## src/rtl/mips_ctrl_pkg.sv

```systemverilog
// -----------------------------------------------------------------------------
// mips_ctrl_pkg
// Shared definitions for the multicycle MIPS main control unit:
//   - state_t      : 4-bit FSM state encodings
//   - OP_*         : primary opcode constants (instruction bits [31:26])
//   - ALUOP_*      : OpALU codes handed to the ALU control decoder
//   - ALUSRCB_*    : ALU B-operand mux selects
//   - PCSRC_*      : PC source mux selects
//   - ctrl_word_t  : bundled control word produced by ctrl_output_decode
// ADDIEX/ADDIWB encodings always exist here; they are only reachable when
// MAIN_CTRL_ADDI_EN is defined.
// -----------------------------------------------------------------------------
package mips_ctrl_pkg;

    typedef enum logic [3:0] {
        ST_RESET  = 4'd0,
        ST_FETCH  = 4'd1,
        ST_DECODE = 4'd2,
        ST_MEMADR = 4'd3,
        ST_MEMRD  = 4'd4,
        ST_MEMWB  = 4'd5,
        ST_MEMWR  = 4'd6,
        ST_EXEC   = 4'd7,
        ST_RWB    = 4'd8,
        ST_BRANCH = 4'd9,
        ST_JUMP   = 4'd10,
        ST_ADDIEX = 4'd11,
        ST_ADDIWB = 4'd12
    } state_t;

    localparam logic [5:0] OP_RTYPE = 6'b000000;
    localparam logic [5:0] OP_LW    = 6'b100011;
    localparam logic [5:0] OP_SW    = 6'b101011;
    localparam logic [5:0] OP_BEQ   = 6'b000100;
    localparam logic [5:0] OP_J     = 6'b000010;
    localparam logic [5:0] OP_ADDI  = 6'b001000;

    localparam logic [1:0] ALUOP_ADD   = 2'b00;
    localparam logic [1:0] ALUOP_SUB   = 2'b01;
    localparam logic [1:0] ALUOP_FUNCT = 2'b10;

    localparam logic [1:0] ALUSRCB_REG     = 2'b00;
    localparam logic [1:0] ALUSRCB_FOUR    = 2'b01;
    localparam logic [1:0] ALUSRCB_IMM     = 2'b10;
    localparam logic [1:0] ALUSRCB_IMM_SH2 = 2'b11;

    localparam logic [1:0] PCSRC_ALU    = 2'b00;
    localparam logic [1:0] PCSRC_ALUOUT = 2'b01;
    localparam logic [1:0] PCSRC_JUMP   = 2'b10;

    typedef struct packed {
        logic       pcwrite;
        logic       pcwritecond;
        logic       iord;
        logic       memread;
        logic       memwrite;
        logic       irwrite;
        logic       memtoreg;
        logic       alusrca;
        logic       regwrite;
        logic       regdst;
        logic [1:0] alusrcb;
        logic [1:0] pcsource;
        logic [1:0] opalu;
    } ctrl_word_t;

endpackage

```

## src/rtl/ctrl_output_decode.sv

```systemverilog
// -----------------------------------------------------------------------------
// ctrl_output_decode
// Purely combinational map from the main-control state (plus mem_ready, which
// only gates the FETCH write enables) to the datapath control word.
// Ports:
//   state     in   current FSM state
//   mem_ready in   memory completes the current access this cycle
//   ctrl      out  control word; every field not set for a state is 0
// Macro: MAIN_CTRL_ADDI_EN adds the ADDIEX/ADDIWB output decodes.
// -----------------------------------------------------------------------------
module ctrl_output_decode
    import mips_ctrl_pkg::*;
(
    input  state_t     state,
    input  logic       mem_ready,
    output ctrl_word_t ctrl
);

    always_comb begin
        ctrl = '0;
        case (state)
            ST_FETCH: begin
                ctrl.memread = 1'b1;
                ctrl.alusrcb = ALUSRCB_FOUR;
                ctrl.opalu   = ALUOP_ADD;
                // IR and PC may only latch once the instruction word is valid.
                ctrl.irwrite = mem_ready;
                ctrl.pcwrite = mem_ready;
            end
            ST_DECODE: begin
                // Precompute the branch target while the opcode is decoded.
                ctrl.alusrcb = ALUSRCB_IMM_SH2;
                ctrl.opalu   = ALUOP_ADD;
            end
            ST_MEMADR: begin
                ctrl.alusrca = 1'b1;
                ctrl.alusrcb = ALUSRCB_IMM;
                ctrl.opalu   = ALUOP_ADD;
            end
            ST_MEMRD: begin
                ctrl.memread = 1'b1;
                ctrl.iord    = 1'b1;
            end
            ST_MEMWB: begin
                ctrl.regwrite = 1'b1;
                ctrl.memtoreg = 1'b1;
                ctrl.regdst   = 1'b0;
            end
            ST_MEMWR: begin
                ctrl.memwrite = 1'b1;
                ctrl.iord     = 1'b1;
            end
            ST_EXEC: begin
                ctrl.alusrca = 1'b1;
                ctrl.alusrcb = ALUSRCB_REG;
                ctrl.opalu   = ALUOP_FUNCT;
            end
            ST_RWB: begin
                ctrl.regwrite = 1'b1;
                ctrl.regdst   = 1'b1;
            end
            ST_BRANCH: begin
                ctrl.alusrca     = 1'b1;
                ctrl.opalu       = ALUOP_SUB;
                ctrl.pcwritecond = 1'b1;
                ctrl.pcsource    = PCSRC_ALUOUT;
            end
            ST_JUMP: begin
                ctrl.pcwrite  = 1'b1;
                ctrl.pcsource = PCSRC_JUMP;
            end
`ifdef MAIN_CTRL_ADDI_EN
            ST_ADDIEX: begin
                ctrl.alusrca = 1'b1;
                ctrl.alusrcb = ALUSRCB_IMM;
                ctrl.opalu   = ALUOP_ADD;
            end
            ST_ADDIWB: begin
                ctrl.regwrite = 1'b1;
                ctrl.regdst   = 1'b0;
                ctrl.memtoreg = 1'b0;
            end
`endif
            default: ctrl = '0;
        endcase
    end

endmodule

```

## src/rtl/mips_main_control.sv

```systemverilog
// -----------------------------------------------------------------------------
// mips_main_control
// Multicycle MIPS main control unit: a Moore FSM stepping each instruction
// through fetch, decode, execute, memory and writeback, with wait states
// while instruction/data memory is not ready.
// Parameters:
//   OPCODE_W     width of the opcode field (default 6)
// Ports:
//   clk, rst_n   rising-edge clock, asynchronous active-low reset
//   opcode       IR[31:26], only sampled in DECODE
//   mem_ready    memory completes the current access this cycle
//   OpALU        ALU operation class (00 add, 01 sub, 10 funct)
//   PCWrite .. RegDst   1-bit datapath enables/selects
//   ALUSrcB      ALU B mux select, PCSource  PC mux select
//   illegal_op   one-cycle pulse in DECODE on an unsupported opcode
// Macro: MAIN_CTRL_ADDI_EN enables ADDI (ADDIEX -> ADDIWB); without it
//        opcode 001000 is reported as illegal.
// -----------------------------------------------------------------------------
module mips_main_control
    import mips_ctrl_pkg::*;
#(
    parameter int OPCODE_W = 6
) (
    input  logic                clk,
    input  logic                rst_n,
    input  logic [OPCODE_W-1:0] opcode,
    input  logic                mem_ready,
    output logic [1:0]          OpALU,
    output logic                PCWrite,
    output logic                PCWriteCond,
    output logic                IorD,
    output logic                MemRead,
    output logic                MemWrite,
    output logic                IRWrite,
    output logic                MemtoReg,
    output logic                ALUSrcA,
    output logic                RegWrite,
    output logic                RegDst,
    output logic [1:0]          ALUSrcB,
    output logic [1:0]          PCSource,
    output logic                illegal_op
);

    state_t              state;
    state_t              state_nx;
    logic [OPCODE_W-1:0] op_q;
    ctrl_word_t          ctrl;

    function automatic logic op_supported(input logic [OPCODE_W-1:0] op);
        logic ok;
        case (op)
            OP_RTYPE, OP_LW, OP_SW, OP_BEQ, OP_J: ok = 1'b1;
`ifdef MAIN_CTRL_ADDI_EN
            OP_ADDI:                              ok = 1'b1;
`endif
            default:                              ok = 1'b0;
        endcase
        return ok;
    endfunction

    // State register. Async reset drops straight to RESET, whose outputs are
    // all zero, so no memory strobe survives a reset mid-wait.
    always_ff @(posedge clk or negedge rst_n) begin
        if (!rst_n) begin
            state <= ST_RESET;
        end else begin
            state <= state_nx;
        end
    end

    // Opcode capture: MEMADR needs to know LW vs SW after the IR may have moved.
    always_ff @(posedge clk) begin
        if (state == ST_DECODE) begin
            op_q <= opcode;
        end
    end

    // Next-state logic.
    always_comb begin
        state_nx = ST_FETCH;
        case (state)
            ST_RESET:  state_nx = ST_FETCH;
            ST_FETCH:  state_nx = mem_ready ? ST_DECODE : ST_FETCH;
            ST_DECODE: begin
                case (opcode)
                    OP_LW, OP_SW: state_nx = ST_MEMADR;
                    OP_RTYPE:     state_nx = ST_EXEC;
                    OP_BEQ:       state_nx = ST_BRANCH;
                    OP_J:         state_nx = ST_JUMP;
`ifdef MAIN_CTRL_ADDI_EN
                    OP_ADDI:      state_nx = ST_ADDIEX;
`endif
                    default:      state_nx = ST_FETCH;
                endcase
            end
            ST_MEMADR: state_nx = (op_q == OP_LW) ? ST_MEMRD : ST_MEMWR;
            ST_MEMRD:  state_nx = mem_ready ? ST_MEMWB : ST_MEMRD;
            ST_MEMWB:  state_nx = ST_FETCH;
            ST_MEMWR:  state_nx = mem_ready ? ST_FETCH : ST_MEMWR;
            ST_EXEC:   state_nx = ST_RWB;
            ST_RWB:    state_nx = ST_FETCH;
            ST_BRANCH: state_nx = ST_FETCH;
            ST_JUMP:   state_nx = ST_FETCH;
`ifdef MAIN_CTRL_ADDI_EN
            ST_ADDIEX: state_nx = ST_ADDIWB;
            ST_ADDIWB: state_nx = ST_FETCH;
`endif
            default:   state_nx = ST_FETCH;
        endcase
    end

    // Output logic.
    ctrl_output_decode u_out (
        .state     (state),
        .mem_ready (mem_ready),
        .ctrl      (ctrl)
    );

    always_comb begin
        OpALU       = ctrl.opalu;
        PCWrite     = ctrl.pcwrite;
        PCWriteCond = ctrl.pcwritecond;
        IorD        = ctrl.iord;
        MemRead     = ctrl.memread;
        MemWrite    = ctrl.memwrite;
        IRWrite     = ctrl.irwrite;
        MemtoReg    = ctrl.memtoreg;
        ALUSrcA     = ctrl.alusrca;
        RegWrite    = ctrl.regwrite;
        RegDst      = ctrl.regdst;
        ALUSrcB     = ctrl.alusrcb;
        PCSource    = ctrl.pcsource;
        illegal_op  = (state == ST_DECODE) && !op_supported(opcode);
    end

endmodule

```

## config.mk

```make
export PLATFORM = sky130hd
export DESIGN_NAME = mips_main_control
export DESIGN_NICKNAME = d
export VERILOG_FILES = /design/src/rtl/mips_ctrl_pkg.sv /design/src/rtl/ctrl_output_decode.sv /design/src/rtl/mips_main_control.sv
export SDC_FILE = /design/constraint.sdc
export NUM_CORES = 1
export LEC_CHECK = 0
export CAP_MARGIN = 30
export CORE_AREA = 2 2 43 45
export CTS_BUF_LIST = sky130_fd_sc_hd__clkbuf_4
export DETAILED_ROUTE_END_ITERATION = 16
export DIE_AREA = 0 0 45 47
export PLACE_DENSITY_LB_ADDON = 0.12
export SLEW_MARGIN = 5
export SYNTH_ARGS = -nofsm -noshare
export SYNTH_HDL_FRONTEND = slang
export SYNTH_HIERARCHICAL = 1
export SYNTH_SLANG_ARGS = --single-unit
```

## constraint.sdc

```tcl
create_clock -name clk -period 2.45 [get_ports clk]
set_clock_uncertainty 0.1 [all_clocks]
set_input_delay 0.3675 -clock clk [delete_from_list [all_inputs] [get_ports clk]]
set_output_delay 0.3675 -clock clk [all_outputs]
set_load 0.01 [all_outputs]
```

### Word-level counts from Yosys, hierarchy flattened

Cells that the tools add are included.

* reduce and logical (&&, ||, !) cells: 8
* equality and inequality tests: 15
* mux-type cells: 19

Operators by type and width (count)
* $pmux 4 s6: 1
* $eq 6x6->1 const B: 3
* $eq 4x3->1 const B: 4
* $pmux 4 s4: 1
* $eq 4x4->1 const B: 3
* $pmux 2 s2: 3
* $mux 1: 9
* $eq 4x2->1 const B: 2
* $eq 6x2->1 const B: 1
* $eq 6x3->1 const B: 1
* $logic_not 6->1: 1
* $pmux 2 s3: 1
* $reduce_or 2->1: 3
* $reduce_or 5->1: 1
* $eq 4x1->1 const B: 1
* $mux 2: 2
* $mux 3: 1
* $reduce_or 3->1: 1
* $pmux 1 s2: 1
* $logic_and 1x1->1: 1
* $logic_not 1->1: 1

* logic and storage cells: 44
* register bits: 10
* output and inout bits: 17
* input port bits: 9

### Logic depth before layout (Yosys ltp)

* word-level depth: 5
* mapped depth: 4

### Hierarchy

Netlist, hierarchy kept.

Modules (own cells, without submodules)
* mips_main_control: seq. area each 280.3 um^2, area each 501.7 um^2, cells an instance 45, times used 1
* ctrl_output_decode: seq. area each 0.0 um^2, area each 209.0 um^2, cells an instance 32, times used 1

### Worst setup path before layout

OpenSTA, ideal clock, no wires.

* path kind: reg2out
* start point: reg state[0]
* end point: out illegal_op
* buffers on the path: 1
* arrival: 1.464 ns
* slack: 0.519 ns
* cell stages (with the launch flop): 4
* cell sequence: dfrtp_1 -> clkbuf_1 -> nor3_1 -> o21a_1

* cells in the longest elaborated chain, start to end: 2

RTL lines
* start: declaration: line mips_main_control.sv:44 `state_t state;`
* start signal: assignment: line mips_main_control.sv:67 `state <= state_nx;`
* $eq 4x2->1: line mips_main_control.sv:133 `illegal_op = (state == ST_DECODE) && !op_supported(opcode);`
* $logic_and 1x1->1: line mips_main_control.sv:133
* end: declaration: line mips_main_control.sv:41 `output logic illegal_op`

No other way between the ends.

### Worst setup path in the final report

* start point: reg state[0]
* end point: out RegWrite

* cells in the longest elaborated chain, start to end: 2

RTL lines
* $eq 4x4->1 or $eq 4x3->1 (tied branches): line ctrl_output_decode.sv:21 `case (state)`
* $pmux 2 s2 (*): line ctrl_output_decode.sv:21
* end: declaration: line mips_main_control.sv:37 `output logic RegWrite,`

Mark *: on every way between the ends. The rest lies on a longest branch, timed or not.

==> flow_metrics.tcl <==
set metrics [dict create \
    placement.cell_area_um2 993.5 \
    crit_fanout 13 \
    switching_share_pct 38.00 \
    stdcell_area_um2 1026 \
    timing.final.crit_share_pct 95.03 \
    arrival_ns 1.86 \
    initial_core_util_pct 43.03 \
    yosysWarnings 6 \
    port_buffers 25 \
    critPathBufInv 1 \
    power_density_nw_per_um2 990.9 \
    cts-resized-gates 0 \
    core-area_um2 1652 \
    num_rows 15 \
    ir_drop_mv 0.5643 \
    finalWeightedCongestion 0.7611 \
    postCtsHoldBufs 0 \
    grt_pass1_vias 594 \
    pwr-share-seq_pct 30.4 \
    worstSetupEndpointType "output port" \
    cts.path.max_buffers 2 \
    worstHoldPathType "in -> async" \
    num_antenna_cells 0 \
    status "completed" \
    cts_tree "yes" \
    ant_nets 0 \
    clock-sinks 10 \
    placedCellCount 119 \
    synth-seq-cells 10 \
    layout-drive-gt1-share_pct 15.09 \
    synth_nets 86 \
    critical_path.cell_chain "or3b_1 -> a21oi_1 -> clkdlybuf4s50_1" \
    switchingPower_mw 0.3863 \
    async_reset_ff_share_pct 40.00 \
    path_class "reg -> out" \
    p_int_mw 0.6303 \
    fp.dieH_um 47 \
    hpwl_mm 1.287 \
    max_cap_viol_count 0 \
    nFillCells 145 \
    syn_area_um2 710.7 \
    num-nets-final 116 \
    drcViolationCount 0 \
    antenna_found_initial 0 \
    routed_via_density 5.675 \
    yosysUniqueCellTypes 34 \
    num_vias 698 \
    track_usage_pct 17.82 \
    synth_edf_count 6 \
    clk_pin_slew_ns 0.06 \
    leakagePower_nw 0.3552 \
    slew_viol_final 0 \
    cts_buffers 3 \
    r2r-start "state[2]" \
    ys.flop_type "edfxtp_1" \
    synthTopCellsByArea "edfxtp_1 (25%), dfrtp_1 (14%), nor2_1 (4.8%)" \
    io_pins 26 \
    synth_top_area_share_pct 25.35 \
    maxSlewHeadroom_pct 79.72 \
    max_stage_delay_ns 0.55 \
    yosysMostFrequentCell "nor2_1" \
    grt.overflow.total 0 \
    holdWs_ns 0.1988 \
    synthCells 77 \
    die_width_um 45 \
    dieArea_um2 2115 \
    hold_viol 0 \
    worstSetupStartpointType "register" \
    syn_to_final_growth_pct 44.37 \
    avgSynthCellArea_um2 9.230 \
    drt-pass1-iter-count 4 \
    routed_wl_mm 1.672 \
    rsz0062_at_grt "false" \
    fin_crit_ns 2.328 \
    ys_seq_area_share_pct 39.44 \
    clockRootBuffer "clkbuf_4" \
    cp_slowest_cell "clkdlybuf4s50_1" \
    clk_latency_ns 0.26 \
    yosysTopAreaCell "edfxtp_1" \
    fmax_ghz 0.4295 \
    synthTopCellsByCount "nor2_1 (9), edfxtp_1 (6), nand2_1 (5), nor3_1 (5)" \
    setup_tns_ns 0 \
    cp-startpoint "state[0]" \
    detail_route.wl_per_cell_um 13.59 \
    grt_pass1_wl_mm 2.670 \
    stdcell_count 123 \
    htree_levels 1 \
    setup_viol 0 \
    clkPwrFrac_pct 12.8 \
    power_frac_comb_pct 56.8 \
    worst_slew_pin_slew_ns 0.3035 \
    crit_required_ns 1.98 \
    grt_max_degree 18 \
    post_cts_buffers 0 \
    drt_iter0_markers 12 \
    path_delay_family "buffers and inverters" \
]
==> layout by cell type (no fill, tap or decap), types with 2 or more instances in the layout <==
cell type         n
nor3b_1           4
or4_1             2
nand2_1           5
nand3b_1          2
clkdlybuf4s50_1  25
o21a_1            2
nor2_1            9
edfxtp_1          6
nor3_1            5
clkbuf_4          4
buf_4             8
dfrtp_1           2
nand2b_1          4
a211oi_1          2
xnor2_1           2
a21oi_1           3
dfrtp_2           2
nor2b_1           2
nand3_1           2
==> sequential cells by signal, summed over array words and instances (netlist names) <==
name	cells
state	4
op_q	6
==> layout make-up <==
cell class | count | area (um^2) | share of cell area [%]
Tap cell | 17 | 21.27 | 2.073
Multi-Input combinational cell | 59 | 381.6 | 37.20
Timing Repair Buffer | 33 | 310.3 | 30.24
Clock buffer | 4 | 30.03 | 2.927
Sequential cell | 10 | 282.8 | 27.56
==> cell families after synthesis <==
family | after synthesis | share of synthesized area (%)
AO/OA/AOI/OAI | 15 | 14.79
buffers and inverters | 8 | 6.865
flip-flops | 10 | 39.44
AND/OR/NAND/NOR | 42 | 36.44
XOR/XNOR | 2 | 2.465
==> metrics by stage <==
stage	total power, mW	util, %	setup WS (ns)
after detailed placement	0.8866	60.15	0.1539
after floorplan	0.6265	-	0.5189
after CTS	1.016	61.97	0.03395
after global placement	0.8766	60.15	0.1874
after global routing	1.095	62.12	0.01384
final	1.017	62.12	0.1219
==> final timing paths <==
path | to | slack [ns] | cells after the start
max in group asynchronous | state[0] | 1.87 | 1
min reg2reg | state[0] | 0.55 | 1
max | RegWrite | 0.12 | 3
max reg2reg | state[0] | 0.81 | 3
min | state[3] | 0.20 | 1
min in group clk | state[0] | 0.55 | 1
==> worst register-to-register path, cell delays in order (launching register included) <==
cell	delay (ns)
dfrtp_2	0.51
buf_4	0.20
or4_1	0.53
a31o_1	0.19
==> per-layer routing <==
metal	wire, um	GRT usage, %
met5	0	0
met4	42	7.059
met3	90	4.615
met2	784	28.86
met1	753	22.86
==> power by group through the flow <==
stage               Sequential [mW]  Combinational (mW)  Clock, mW
CTS                           0.306               0.579      0.131
floorplan                     0.256               0.371          0
global route                  0.320               0.629      0.146
finish                        0.309               0.578      0.130
global placement              0.309               0.568          0
detailed placement            0.310               0.577          0
Note: power is estimated with default switching activity, not from simulation.
